`config.mk`:
```
export PLATFORM = sky130hd
export DESIGN_NAME = fetch_unit
export DESIGN_NICKNAME = d
export VERILOG_FILES = /design/src/rtl/fetch_unit.sv
export SDC_FILE = /design/constraint.sdc
export NUM_CORES = 1
export LEC_CHECK = 0
export CAP_MARGIN = 40
export CORE_MARGIN = 1
export CORE_UTILIZATION = 41
export DETAILED_ROUTE_END_ITERATION = 6
export PLACE_DENSITY = 0.79
export SLEW_MARGIN = 20
export SYNTH_ARGS = -nofsm -noshare
export SYNTH_HDL_FRONTEND = slang
export SYNTH_SLANG_ARGS = --single-unit
```
`constraint.sdc`:
```
create_clock -name clock -period 3 [get_ports clock]
set_input_delay 0.6 -clock clock [delete_from_list [all_inputs] [get_ports clock]]
set_output_delay 0.6 -clock clock [all_outputs]
set_load 0.05 [all_outputs]
```
`src/rtl/fetch_unit.sv`:
```
// Instruction fetch address generator.
// Walks a program from address 0 to LAST_ADDR and accepts jump and branch
// redirects. It parks in HALT at the end of the program, or when a redirect
// points past LAST_ADDR. Only reset leaves HALT.
//
// Control input semantics (no handshake; every input is sampled at each rising edge):
//   start is a level and matters only in IDLE.
//   In RUN, the inputs are prioritised as jump > branch_taken > stall > increment.
//   A redirect therefore wins over a stall that arrives in the same cycle.
//   redirect is a registered pulse. It is high for exactly the cycle after a
//   redirect edge that was accepted.
// jump_target must be at least ADDR_W bits wide (ADDR_W <= 12).
module fetch_unit #(
  parameter int ADDR_W    = 4,
  parameter int LAST_ADDR = 8
) (
  input  logic              clock,
  input  logic              reset,
  input  logic              start,
  input  logic              stall,
  input  logic              branch_taken,
  input  logic [5:0]        branch_offset,
  input  logic              jump,
  input  logic [11:0]       jump_target,
  output logic [ADDR_W-1:0] address,
  output logic              fetch_valid,
  output logic              redirect,
  output logic              done,
  output logic [1:0]        o_dbg_state
);

  typedef enum logic [1:0] {
    S_IDLE = 2'd0,
    S_RUN  = 2'd1,
    S_HALT = 2'd2
  } state_t;

  // The offset is sign-extended to at least its own width before it is truncated to
  // the address width. This keeps the branch arithmetic modulo 2^ADDR_W for
  // any ADDR_W.
  localparam int EXT_W = (ADDR_W > 6) ? ADDR_W : 6;
  localparam logic [ADDR_W-1:0] LAST = ADDR_W'(LAST_ADDR);

  state_t            r_state;
  state_t            w_state_nxt;
  logic [ADDR_W-1:0] r_addr;
  logic [ADDR_W-1:0] w_addr_nxt;
  logic              r_redirect;
  logic              w_redirect_nxt;

  logic [ADDR_W-1:0] w_jump_tgt;
  logic [ADDR_W-1:0] w_branch_tgt;
  logic [ADDR_W-1:0] w_redir_tgt;
  logic              w_redir_req;
  logic              w_unused_jt_hi;

  // The upper jump_target bits are ignored. They are not part of the program space.
  assign w_unused_jt_hi = ^jump_target[11:ADDR_W];
  assign w_jump_tgt     = jump_target[ADDR_W-1:0];
  assign w_branch_tgt   = r_addr + ADDR_W'(1)
                        + ADDR_W'(EXT_W'($signed(branch_offset)));
  assign w_redir_req    = jump | branch_taken;
  assign w_redir_tgt    = jump ? w_jump_tgt : w_branch_tgt;

  // State, address and redirect pulse registers; reset is asynchronous.
  always_ff @(posedge clock or posedge reset) begin
    if (reset) begin
      r_state    <= S_IDLE;
      r_addr     <= '0;
      r_redirect <= 1'b0;
    end else begin
      r_state    <= w_state_nxt;
      r_addr     <= w_addr_nxt;
      r_redirect <= w_redirect_nxt;
    end
  end

  // Next-state and next-address selection.
  always_comb begin
    w_state_nxt    = r_state;
    w_addr_nxt     = r_addr;
    w_redirect_nxt = 1'b0;
    case (r_state)
      S_IDLE: begin
        // The first fetch is address 0, which the register already holds.
        if (start) begin
          w_state_nxt = S_RUN;
        end
      end
      S_RUN: begin
        if (w_redir_req) begin
          // An out-of-range target stops the program where it stands.
          if (w_redir_tgt > LAST) begin
            w_state_nxt = S_HALT;
          end else begin
            w_addr_nxt     = w_redir_tgt;
            w_redirect_nxt = 1'b1;
          end
        end else if (stall) begin
          w_addr_nxt = r_addr;
        end else if (r_addr == LAST) begin
          w_state_nxt = S_HALT;
        end else begin
          w_addr_nxt = r_addr + ADDR_W'(1);
        end
      end
      S_HALT: begin
        w_state_nxt = S_HALT;
      end
      default: begin
        w_state_nxt = S_IDLE;
        w_addr_nxt  = '0;
      end
    endcase
  end

  assign address     = r_addr;
  assign fetch_valid = (r_state == S_RUN);
  assign done        = (r_state == S_HALT);
  assign redirect    = r_redirect;
  assign o_dbg_state = r_state;

endmodule

```
==> out/results.ini <==
[timing]
hold_violations = 0
fin_crit_ns = 2.71
slew_headroom_pct = 64.8
final.setup.tns_ns = 0
tightest_slew_ns = 0.527
fmax_mhz = 369
rsz0062_at_grt = false
clock_skew_ns = 0.00120
finalSetupViolations = 0
slew_violations = 0
fin_crit_sh_pct = 90.3

[layout]
fin_nets = 142
antennaDiodeCount = 0
multi_input_area_sq_um = 499
n_fill_cell = 158
area_delta_synth_final_pct = 36.9
seqCellArea_sq_um = 175
layout-drive-gt1-share_pct = 12.0

[route]
first_pass_iters = 6
wirelength_mm = 1.62
vias = 664
drt_iter0_markers = 10
vias_per_cell = 4.99
route.detailed.drc = 2
wl_per_cell_um = 12.2
ant_nets = 0

[job]
cap_violations = 0

[grt]
grt_max_degree = 10
antenna_found_initial = 0
grt_first_pass_wirelength_mm = 2.81
overflow = 0
grt_use_total_pct = 19.2
grt_pass1_vias = 661

[synth]
synth_top_flop_cell = dfrtp_1
synth_edf_count = 0
synth_cell_type_count = 36
yosys.area.top_type = dfrtp_1
ys_seq_area_share_pct = 23.6
synth_top_cell_area_share_pct = 23.6
synth_nets = 115
synthArstFlopShare_pct = 100
synthCells = 82
synth_seq_cells = 7
syn_area_sq_um = 742
avgSynthCellArea_sq_um = 9.05
synth_area_leaders = dfrtp_1 (24%), ha_1 (13%), inv_1 (6.6%)
yosys_warnings = 0

[placement]
hpwlAfterDp_mm = 1.37
place_congestion = 0.803
port_buffers = 22

[critical_path]
reg2reg_to = o_dbg_state[1]
cp-endpoint = address[0]
cp_max_fo = 5
cp-startpoint = branch_offset[0]
start_kind = primary input
r2r_start = address[0]
rrSetupSlack_ns = 0.31
crit_arrival_ns = 2.86
r2r_cells = 9
cp-end-kind = flip-flop
crit_type = primary input to flip-flop
required_ns = 3.16

[cts]
clock-sinks = 7
cts-htree-levels = 1
cts_tree = done
cts_buffer_depth = 2
cts_buffers = 3
clk_latency_ns = 0.24
post_cts_buffers = 0
holdBufCountCts = 0
cts_root_buf = clkbuf_4
post_cts_resized = 0
clk_pin_slew_worst_paths_ns = 0.05

[die]
die-area_sq_um = 1980
start_util_pct = 43.4
rows = 15
core_sq_um = 1710
die_h_um = 44.5
num_io_pins = 33
dieWidth_um = 44.5

[pwr]
p_per_area_nw_per_um2 = 904
leakage_nw = 0.452
power.total_mw = 0.919
vdd_drop_max_v = 0.000359

[worst_hold_path]
hp-class = primary input to async pin

[outcome]
violations = DRC
status = finished with violations

[layout by cell type, fill, tap and decap left out, types with 2 or more instances in the layout]
| master | count |
|---|---|
| a21oi_1 | 3 |
| a31oi_1 | 3 |
| buf_4 | 2 |
| clkbuf_4 | 3 |
| clkdlybuf4s50_1 | 22 |
| dfrtp_1 | 7 |
| ha_1 | 8 |
| inv_1 | 13 |
| mux2i_1 | 4 |
| nand2_1 | 6 |
| nand4_1 | 2 |
| nor2_1 | 2 |
| nor3_1 | 3 |
| o21ai_0 | 3 |
| xnor2_1 | 2 |
| xor2_1 | 3 |
[power by group]
group	switching (mW)	internal [mW]
Clock	0.0313	0.0505
Sequential	0.0493	0.127
Combinational	0.396	0.265
[state kept, by name (all words and copies together) (netlist names)]
name	cells
address	4
o_dbg_state	2
redirect	1
[Yosys cell counts, types with 2 or more instances]
cell / n
inv_1: 13
nor3_1: 3
dfrtp_1: 7
nand2_1: 6
xor2_1: 3
nor2_1: 2
ha_1: 8
o21ai_0: 3
xnor2_1: 2
a21oi_1: 3
a31oi_1: 3
mux2i_1: 4
nand4_1: 2
[how the worst min path moves through the flow]
stage                           endpoint  slack (ns)           start
after floorplan               address[0]        0.40           reset
after global routing      o_dbg_state[1]        0.59           reset
final                         address[2]        0.58           reset
after CTS                     address[2]        0.58           reset
after detailed placement  o_dbg_state[1]        0.59  o_dbg_state[1]
after global placement    o_dbg_state[1]        0.57  o_dbg_state[1]
[area by class of cell]
cell class	instances	share of cell area, %
Clock buffer	4	2.59
Inverter	13	4.80
Multi-Input combinational cell	60	49.1
Sequential cell	7	17.2
Tap cell	25	3.08
Timing Repair Buffer	24	23.2
[per-layer routing]
layer	vias to the layer above	GRT usage (%)	share of wire, %
met5	-	0	0
met4	0	9.09	0.86
met3	2	2.45	2.2
met2	16	32.6	49
met1	306	24.0	48
li1	340	-	-
[worst max-delay path: stages]
cell and delay (ns):
clkdlybuf4s50_1 0.46, ha_1 0.16, inv_1 0.05, fa_1 0.47
inv_1 0.05, nor3_1 0.25, buf_4 0.17, o31ai_4 0.07
or3_2 0.46, o211ai_1 0.11
[logic make-up (layout without fill, tap and decap cells)]
group | Yosys count | in the layout | share of synthesized area (%)
flip-flops | 7 | 7 | 23.6
adder cells (fa/ha/maj) | 9 | 9 | 16.2
multiplexers | 5 | 5 | 7.42
buffers and inverters | 15 | 41 | 9.11
AO/OA/AOI/OAI | 21 | 21 | 23.3
AND/OR/NAND/NOR | 20 | 20 | 14.5
XOR/XNOR | 5 | 5 | 5.90
[stage by stage]
step / setup slack [ns] / instances / utilization, % / cell area, sq um / hold WS (ns)
2_1_floorplan: 0.101 / 82 / - / 742 / 0.403
3_3_place_gp: 0.0340 / 129 / 57.9 / 990 / 0.565
3_5_place_dp: 0.0260 / 129 / 57.9 / 990 / 0.594
4_1_cts: 0.275 / 133 / 59.5 / 1020 / 0.580
5_1_grt: 0.102 / 133 / 59.5 / 1020 / 0.595
6_report: 0.292 / 133 / 59.5 / 1020 / 0.577
(Power assumes the default switching activity.)
